<file path="src/rtl/dis_wakeup_queue.sv">
// dis_wakeup_queue
// In-order dispatch queue between decode and the reservation stations.
// Entries carry two source operands that are either ready (value held) or
// pending on a ROB tag. Pending sources snoop the CDB every cycle and capture
// the broadcast data. The head entry also sees same-cycle CDB hits, so it can
// leave already woken.
//
// Ports
//   i_clk, i_rst              clock, asynchronous active-high reset
//   i_flush                   synchronous squash of every entry
//   i_in_*  / o_in_ready      enqueue side (operands, ROB number, payload)
//   i_cdb_valid/tag/data      NUM_CDB broadcast ports, port 0 in the LSBs
//   o_out_* / i_out_ready     dequeue side (head entry, zeroed when empty)
//   o_count                   current occupancy
module dis_wakeup_queue #(
    parameter  int DEPTH     = 8,
    parameter  int NUM_CDB   = 2,
    parameter  int ROB_DEPTH = 32,
    parameter  int PAYLOAD_W = 64,
    localparam int TAG_W     = $clog2(ROB_DEPTH),
    localparam int PTR_W     = $clog2(DEPTH),
    localparam int CNT_W     = PTR_W + 1
) (
    input  logic                     i_clk,
    input  logic                     i_rst,
    input  logic                     i_flush,
    input  logic                     i_in_valid,
    output logic                     o_in_ready,
    input  logic                     i_in_rs1_busy,
    input  logic                     i_in_rs2_busy,
    input  logic [31:0]              i_in_rs1_v,
    input  logic [31:0]              i_in_rs2_v,
    input  logic [TAG_W-1:0]         i_in_rob_num,
    input  logic [PAYLOAD_W-1:0]     i_in_payload,
    input  logic [NUM_CDB-1:0]       i_cdb_valid,
    input  logic [NUM_CDB*TAG_W-1:0] i_cdb_tag,
    input  logic [NUM_CDB*32-1:0]    i_cdb_data,
    output logic                     o_out_valid,
    input  logic                     i_out_ready,
    output logic                     o_out_rs1_rdy,
    output logic                     o_out_rs2_rdy,
    output logic [31:0]              o_out_rs1_data,
    output logic [31:0]              o_out_rs2_data,
    output logic [TAG_W-1:0]         o_out_rs1_tag,
    output logic [TAG_W-1:0]         o_out_rs2_tag,
    output logic [TAG_W-1:0]         o_out_rob_num,
    output logic [PAYLOAD_W-1:0]     o_out_payload,
    output logic [CNT_W-1:0]         o_count
);

    logic [PTR_W-1:0]     r_head, r_tail;
    logic [CNT_W-1:0]     r_count;
    logic [DEPTH-1:0]     r_rs1_rdy, r_rs2_rdy;
    logic [31:0]          r_rs1_data [DEPTH];
    logic [31:0]          r_rs2_data [DEPTH];
    logic [TAG_W-1:0]     r_rs1_tag  [DEPTH];
    logic [TAG_W-1:0]     r_rs2_tag  [DEPTH];
    logic [TAG_W-1:0]     r_rob      [DEPTH];
    logic [PAYLOAD_W-1:0] r_payload  [DEPTH];

    logic        w_in_ready, w_out_valid, w_enq, w_deq;
    logic [32:0] w_enq_m1, w_enq_m2;
    logic [32:0] w_wk1 [DEPTH];
    logic [32:0] w_wk2 [DEPTH];

    // Returns {hit, data}. Scanning from the top index down lets the
    // lowest-index matching port overwrite the result last, so it wins.
    function automatic logic [32:0] f_cdb_match(
        input logic [TAG_W-1:0]         tag,
        input logic [NUM_CDB-1:0]       vld,
        input logic [NUM_CDB*TAG_W-1:0] tags,
        input logic [NUM_CDB*32-1:0]    data
    );
        logic [32:0] res;
        res = '0;
        for (int k = NUM_CDB - 1; k >= 0; k--) begin
            if (vld[k] && tags[k*TAG_W +: TAG_W] == tag)
                res = {1'b1, data[k*32 +: 32]};
        end
        return res;
    endfunction

    // A dequeue in the same cycle never frees room for an enqueue.
    assign w_in_ready  = (r_count != CNT_W'(DEPTH));
    assign w_out_valid = (r_count != '0);
    assign w_enq       = i_in_valid && w_in_ready && !i_flush;
    assign w_deq       = w_out_valid && i_out_ready && !i_flush;

    always_comb begin
        w_enq_m1 = f_cdb_match(i_in_rs1_v[TAG_W-1:0], i_cdb_valid, i_cdb_tag, i_cdb_data);
        w_enq_m2 = f_cdb_match(i_in_rs2_v[TAG_W-1:0], i_cdb_valid, i_cdb_tag, i_cdb_data);
        for (int i = 0; i < DEPTH; i++) begin
            w_wk1[i] = f_cdb_match(r_rs1_tag[i], i_cdb_valid, i_cdb_tag, i_cdb_data);
            w_wk2[i] = f_cdb_match(r_rs2_tag[i], i_cdb_valid, i_cdb_tag, i_cdb_data);
        end
    end

    always_ff @(posedge i_clk or posedge i_rst) begin
        if (i_rst) begin
            r_head    <= '0;
            r_tail    <= '0;
            r_count   <= '0;
            r_rs1_rdy <= '0;
            r_rs2_rdy <= '0;
        end else if (i_flush) begin
            r_head    <= '0;
            r_tail    <= '0;
            r_count   <= '0;
            r_rs1_rdy <= '0;
            r_rs2_rdy <= '0;
        end else begin
            if (w_enq) r_tail <= r_tail + 1'b1;
            if (w_deq) r_head <= r_head + 1'b1;
            if (w_enq && !w_deq)      r_count <= r_count + 1'b1;
            else if (!w_enq && w_deq) r_count <= r_count - 1'b1;
            for (int i = 0; i < DEPTH; i++) begin
                if (w_enq && r_tail == PTR_W'(i)) begin
                    r_rs1_rdy[i] <= !i_in_rs1_busy || w_enq_m1[32];
                    r_rs2_rdy[i] <= !i_in_rs2_busy || w_enq_m2[32];
                end else begin
                    if (!r_rs1_rdy[i] && w_wk1[i][32]) r_rs1_rdy[i] <= 1'b1;
                    if (!r_rs2_rdy[i] && w_wk2[i][32]) r_rs2_rdy[i] <= 1'b1;
                end
            end
        end
    end

    // Entry contents need no reset: they are only observed behind a ready
    // bit or the occupancy count, both of which are reset.
    always_ff @(posedge i_clk) begin
        for (int i = 0; i < DEPTH; i++) begin
            if (w_enq && r_tail == PTR_W'(i)) begin
                r_rs1_data[i] <= i_in_rs1_busy ? w_enq_m1[31:0] : i_in_rs1_v;
                r_rs2_data[i] <= i_in_rs2_busy ? w_enq_m2[31:0] : i_in_rs2_v;
                r_rs1_tag[i]  <= i_in_rs1_busy ? i_in_rs1_v[TAG_W-1:0] : '0;
                r_rs2_tag[i]  <= i_in_rs2_busy ? i_in_rs2_v[TAG_W-1:0] : '0;
                r_rob[i]      <= i_in_rob_num;
                r_payload[i]  <= i_in_payload;
            end else begin
                if (!r_rs1_rdy[i] && w_wk1[i][32]) r_rs1_data[i] <= w_wk1[i][31:0];
                if (!r_rs2_rdy[i] && w_wk2[i][32]) r_rs2_data[i] <= w_wk2[i][31:0];
            end
        end
    end

    assign o_in_ready  = w_in_ready;
    assign o_out_valid = w_out_valid;
    assign o_count     = r_count;

    // Head sources still pending pick up a same-cycle CDB hit directly.
    always_comb begin
        o_out_rs1_rdy  = 1'b0;
        o_out_rs2_rdy  = 1'b0;
        o_out_rs1_data = '0;
        o_out_rs2_data = '0;
        o_out_rs1_tag  = '0;
        o_out_rs2_tag  = '0;
        o_out_rob_num  = '0;
        o_out_payload  = '0;
        if (w_out_valid) begin
            o_out_rs1_rdy  = r_rs1_rdy[r_head] || w_wk1[r_head][32];
            o_out_rs2_rdy  = r_rs2_rdy[r_head] || w_wk2[r_head][32];
            o_out_rs1_data = r_rs1_rdy[r_head] ? r_rs1_data[r_head] : w_wk1[r_head][31:0];
            o_out_rs2_data = r_rs2_rdy[r_head] ? r_rs2_data[r_head] : w_wk2[r_head][31:0];
            o_out_rs1_tag  = r_rs1_tag[r_head];
            o_out_rs2_tag  = r_rs2_tag[r_head];
            o_out_rob_num  = r_rob[r_head];
            o_out_payload  = r_payload[r_head];
        end
    end

endmodule

</file>
<file path="config.mk">
export PLATFORM = sky130hd
export DESIGN_NAME = dis_wakeup_queue
export DESIGN_NICKNAME = d
export VERILOG_FILES = /design/src/rtl/dis_wakeup_queue.sv
export SDC_FILE = /design/constraint.sdc
export NUM_CORES = 2
export LEC_CHECK = 0
export ABC_AREA = 1
export ABC_CLOCK_PERIOD_IN_PS = 6250
export CELL_PAD_IN_SITES_DETAIL_PLACEMENT = 0
export CELL_PAD_IN_SITES_GLOBAL_PLACEMENT = 1
export CORE_MARGIN = 2
export CORE_UTILIZATION = 40
export CTS_BUF_LIST = sky130_fd_sc_hd__clkbuf_8 sky130_fd_sc_hd__clkbuf_16
export CTS_CLUSTER_DIAMETER = 200
export DETAILED_ROUTE_END_ITERATION = 10
export PLACE_DENSITY = 0.72
export RECOVER_POWER = 100
export SETUP_SLACK_MARGIN = 0.05
export SLEW_MARGIN = 0
export SYNTH_ARGS = -nofsm -noshare
export SYNTH_HDL_FRONTEND = slang
export SYNTH_SLANG_ARGS = --single-unit
</file>
<file path="constraint.sdc">
create_clock -name i_clk -period 6.25 [get_ports i_clk]
set_clock_uncertainty 0.2 [all_clocks]
set_input_delay 1.25 -clock i_clk [delete_from_list [all_inputs] [get_ports i_clk]]
set_output_delay 1.25 -clock i_clk [all_outputs]
set_load 0.01 [all_outputs]
</file>
==> impl_metrics.yaml <==
setup_path:
  path_max_fanout: 10
  crit_type: "input pin to output port"
  slowest_stage: "clkdlybuf4s50_1"
  reg2reg_to: "r_payload[1][12]"
  r2r_slack_ns: 0.46
  crit_path_frequent_cell: "nand3_1"
  arrival_ns: 4.79
  critPathTopFamily: "buffers and inverters"
  crit_path_end_kind: "output port"
  r2r-start: "o_count[1]"
  path_cells: "clkdlybuf4s50_1 > inv_1 > o21ai_0 > buf_4 > nand3_1 > nand3_1 > nand3_1 > nand3_1 > nand2_1 > inv_1 > clkdlybuf4s50_1"
  timing.critical_path.slowest_cell_delay_ns: 1.14
  worstRegToRegCells: 8
  required_ns: 4.80
  cp-start-kind: "input pin"
  timing.critical_path.buf_inv: 5
clock_network:
  cts_made_buffers: 139
  postCtsSetupRepairBufs: 0
  cts_tree: "built"
  cts_sinks: 1170
  cts_buffer_depth: 3
  cts-root-buf: "clkbuf_16"
  cts.repair.resized: 1
  clk_latency_ns: 0.87
  path_clk_slew_ns: 0.06
  h-tree-depth: 4
  cts_hold_buf: 0
power_and_ir_drop:
  ir_drop_mv: 0.369
  powerDensity_nw_per_um2: 317
  power_leakage_uw: 0.0335
final_layout:
  multi_input_area_sq_um: 32700
  fin_cells: 11700
  fill_cells: 17600
  nets: 9460
  post-route-util: 0.468
  regArea_sq_um: 35000
  areaGrowthSynthToFinish_pct: 16.6
  drive_gt1_frac: 0.0909
floorplan:
  die-area_sq_um: 185000
  num_io_pins: 367
  initial_core_util: 0.402
  die_height_um: 430
  die_x_um: 430
  core_sq_um: 180000
  rows: 156
global_routing:
  antenna_found_initial: 35
  grtUsageTotal: 0.395
  first_global_vias: 72000
  grt_start_max_net_pins: 189
  overflow: 0
  grt_pass1_wl_um: 526000
drt:
  drt-initial-drc-count: 12200
  first_pass_iters: 9
  viasPerCell: 6.50
  avgRoutedWirePerCell_um: 32.2
  num_vias: 76200
  drcViolationCount: 0
  drt-total-wl_um: 378000
  postRouteAntennaNets: 0
sta:
  slew_headroom: -1.69
  setup_viol_count_final: 0
  period_share: 0.999
  finalCriticalPeriod_ns: 6.24
  fin_tns_setup_ns: 0
  fmax_ghz: 0.160
  final_hold_viol_count: 0
  rsz0062_at_grt: "no"
  drv_slew: 1289
  tightest_slew_ns: 4.03
place:
  io_buffers: 366
  hpwlAfterDp_um: 226000
  placedCellCount: 11500
  gp_congestion: 0.978
synth:
  netlist_top_cells_area: "edfxtp_1 (47%), nand3_1 (16%), nand2_1 (11%)"
  synth.net_count: 9378
  yosysTopAreaCellShare: 0.474
  synth.avg_cell_area_sq_um: 7.92
  synth_area_sq_um: 72400
  synthDistinctLibCells: 41
  ys_ff_latch: 1170
  seq_area_frac_synth: 0.483
  yosysWarnings: 0
  synth_top_cell_by_area: "edfxtp_1"
  syn_inst: 9152
worst_hold_path:
  hp-class: "flip-flop to flip-flop"
  whs_path_depth: 2
  hold_start: "r_rs1_rdy[4]"
  hold_end: "r_rs1_rdy[4]"
run_status:
  status: "complete, but fails checks"
  violations: "max-capacitance violations, max-slew violations"
flow_run:
  cap_violations: 35
[Yosys cell counts, drive strengths merged]
cell	number
fa	1
nand2b	1
o211ai	65
a21oi	352
nand2	2105
a211oi	1
o21ai	626
a22oi	1
clkbuf	489
ha	9
o22ai	82
a31oi	81
buf	361
edfxtp	1144
clkinv	28
dfrtp	26
nand3	2263
xor2	14
a221oi	130
inv	296
nor2	676
nand4	268
nor3	14
or2	118
nor4	1
[routing by layer]
layer	vias up	wire length (um)	GRT usage
li1	32600	-	-
met1	36300	142000	0.508
met2	5939	157000	0.577
met3	1421	48900	0.118
met4	44	29400	0.258
met5	-	402	0.00572
[flip-flops by register name (all words and copies together) (netlist names), 8 cells and up]
register and count:
r_rs2_data 256, r_rs1_tag 40, r_rs1_data 256, r_rs1_rdy 8
r_rob 40, r_rs2_rdy 8, r_rs2_tag 40, r_payload 512
[final cells by class]
| cell class | instances | area share |
|---|---|---|
| timing repair buffer | 791 | 0.0921 |
| clock buffer | 139 | 0.0412 |
| tap | 2370 | 0.0351 |
| sequential | 1170 | 0.415 |
| antenna | 21 | 0.000622 |
| inverter | 324 | 0.0148 |
| clock inverter | 112 | 0.0143 |
| multi-input combinational | 6808 | 0.387 |
[cell families (layout without fill, tap and decap cells)]
kind of cell	after synthesis	after routing	share of synthesized area
compound gates	1338	1338	0.108
buf+inv	1174	1366	0.0660
simple gates	5446	5446	0.339
other cells	0	21	0
xor+xnor	14	14	0.00169
fa+ha+maj	10	10	0.00183
flops	1170	1170	0.483
[worst register-to-register path: stages, from the launching register on]
cell	delay [ns]
dfrtp_1	0.42
nor2_1	0.11
nand3_1	0.10
nand2_1	0.25
nor2_4	0.37
inv_2	0.20
nor3_1	0.63
clkbuf_1	2.02
buf_4	0.99
[power breakdown]
group          internal, uW  switching [uW]  total [uW]  leakage (uW)
Combinational          2940            6330        9270        0.0203
Clock                  4810            3600        8410       0.00236
Sequential             8990             125        9120        0.0108
[worst max path at each step]
stage,from,end,slack (ns),depth (start not counted)
floorplan,i_in_valid,r_rs2_data[4][0],0.35,6
global placement,i_cdb_tag[8],o_out_rs2_data[5],0.05,16
detailed placement,i_cdb_valid[1],o_out_rs2_data[5],0.05,16
CTS,i_cdb_tag[0],o_out_rs2_data[24],0.1,18
global route,i_cdb_tag[9],o_out_rs1_data[7],0.03,16
finish,i_cdb_data[37],o_out_rs2_data[5],0.006,11
[per-stage QoR]
stage | setup slack [ns] | hold WS [ns] | cell area [sq um] | total power (uW)
2_1_floorplan | 0.346 | 0.280 | 72500 | 14100
3_3_place_gp | 0.0500 | 0.301 | 80400 | 18400
3_5_place_dp | 0.0507 | 0.315 | 80400 | 18500
4_1_cts | 0.0986 | 0.330 | 85100 | 26800
5_1_grt | 0.0344 | 0.342 | 84400 | 27700
6_report | 0.00591 | 0.329 | 84400 | 26800
[placed cells by master, fill, tap and decap left out, types with 98 or more instances in the layout]
cell type | Yosys | routed
nor2_1 | 642 | 618
dlygate4sd3_1 | 0 | 158
nand4_1 | 268 | 268
inv_1 | 253 | 279
clkdlybuf4s50_1 | 0 | 203
o21ai_0 | 552 | 556
nand3_1 | 2253 | 2248
nand2_1 | 2102 | 2099
or2_2 | 118 | 98
a221oi_1 | 130 | 130
edfxtp_1 | 1144 | 1144
buf_4 | 22 | 287
clkbuf_16 | 0 | 139
a21oi_1 | 346 | 343
Power figures use the tool's default switching activity.
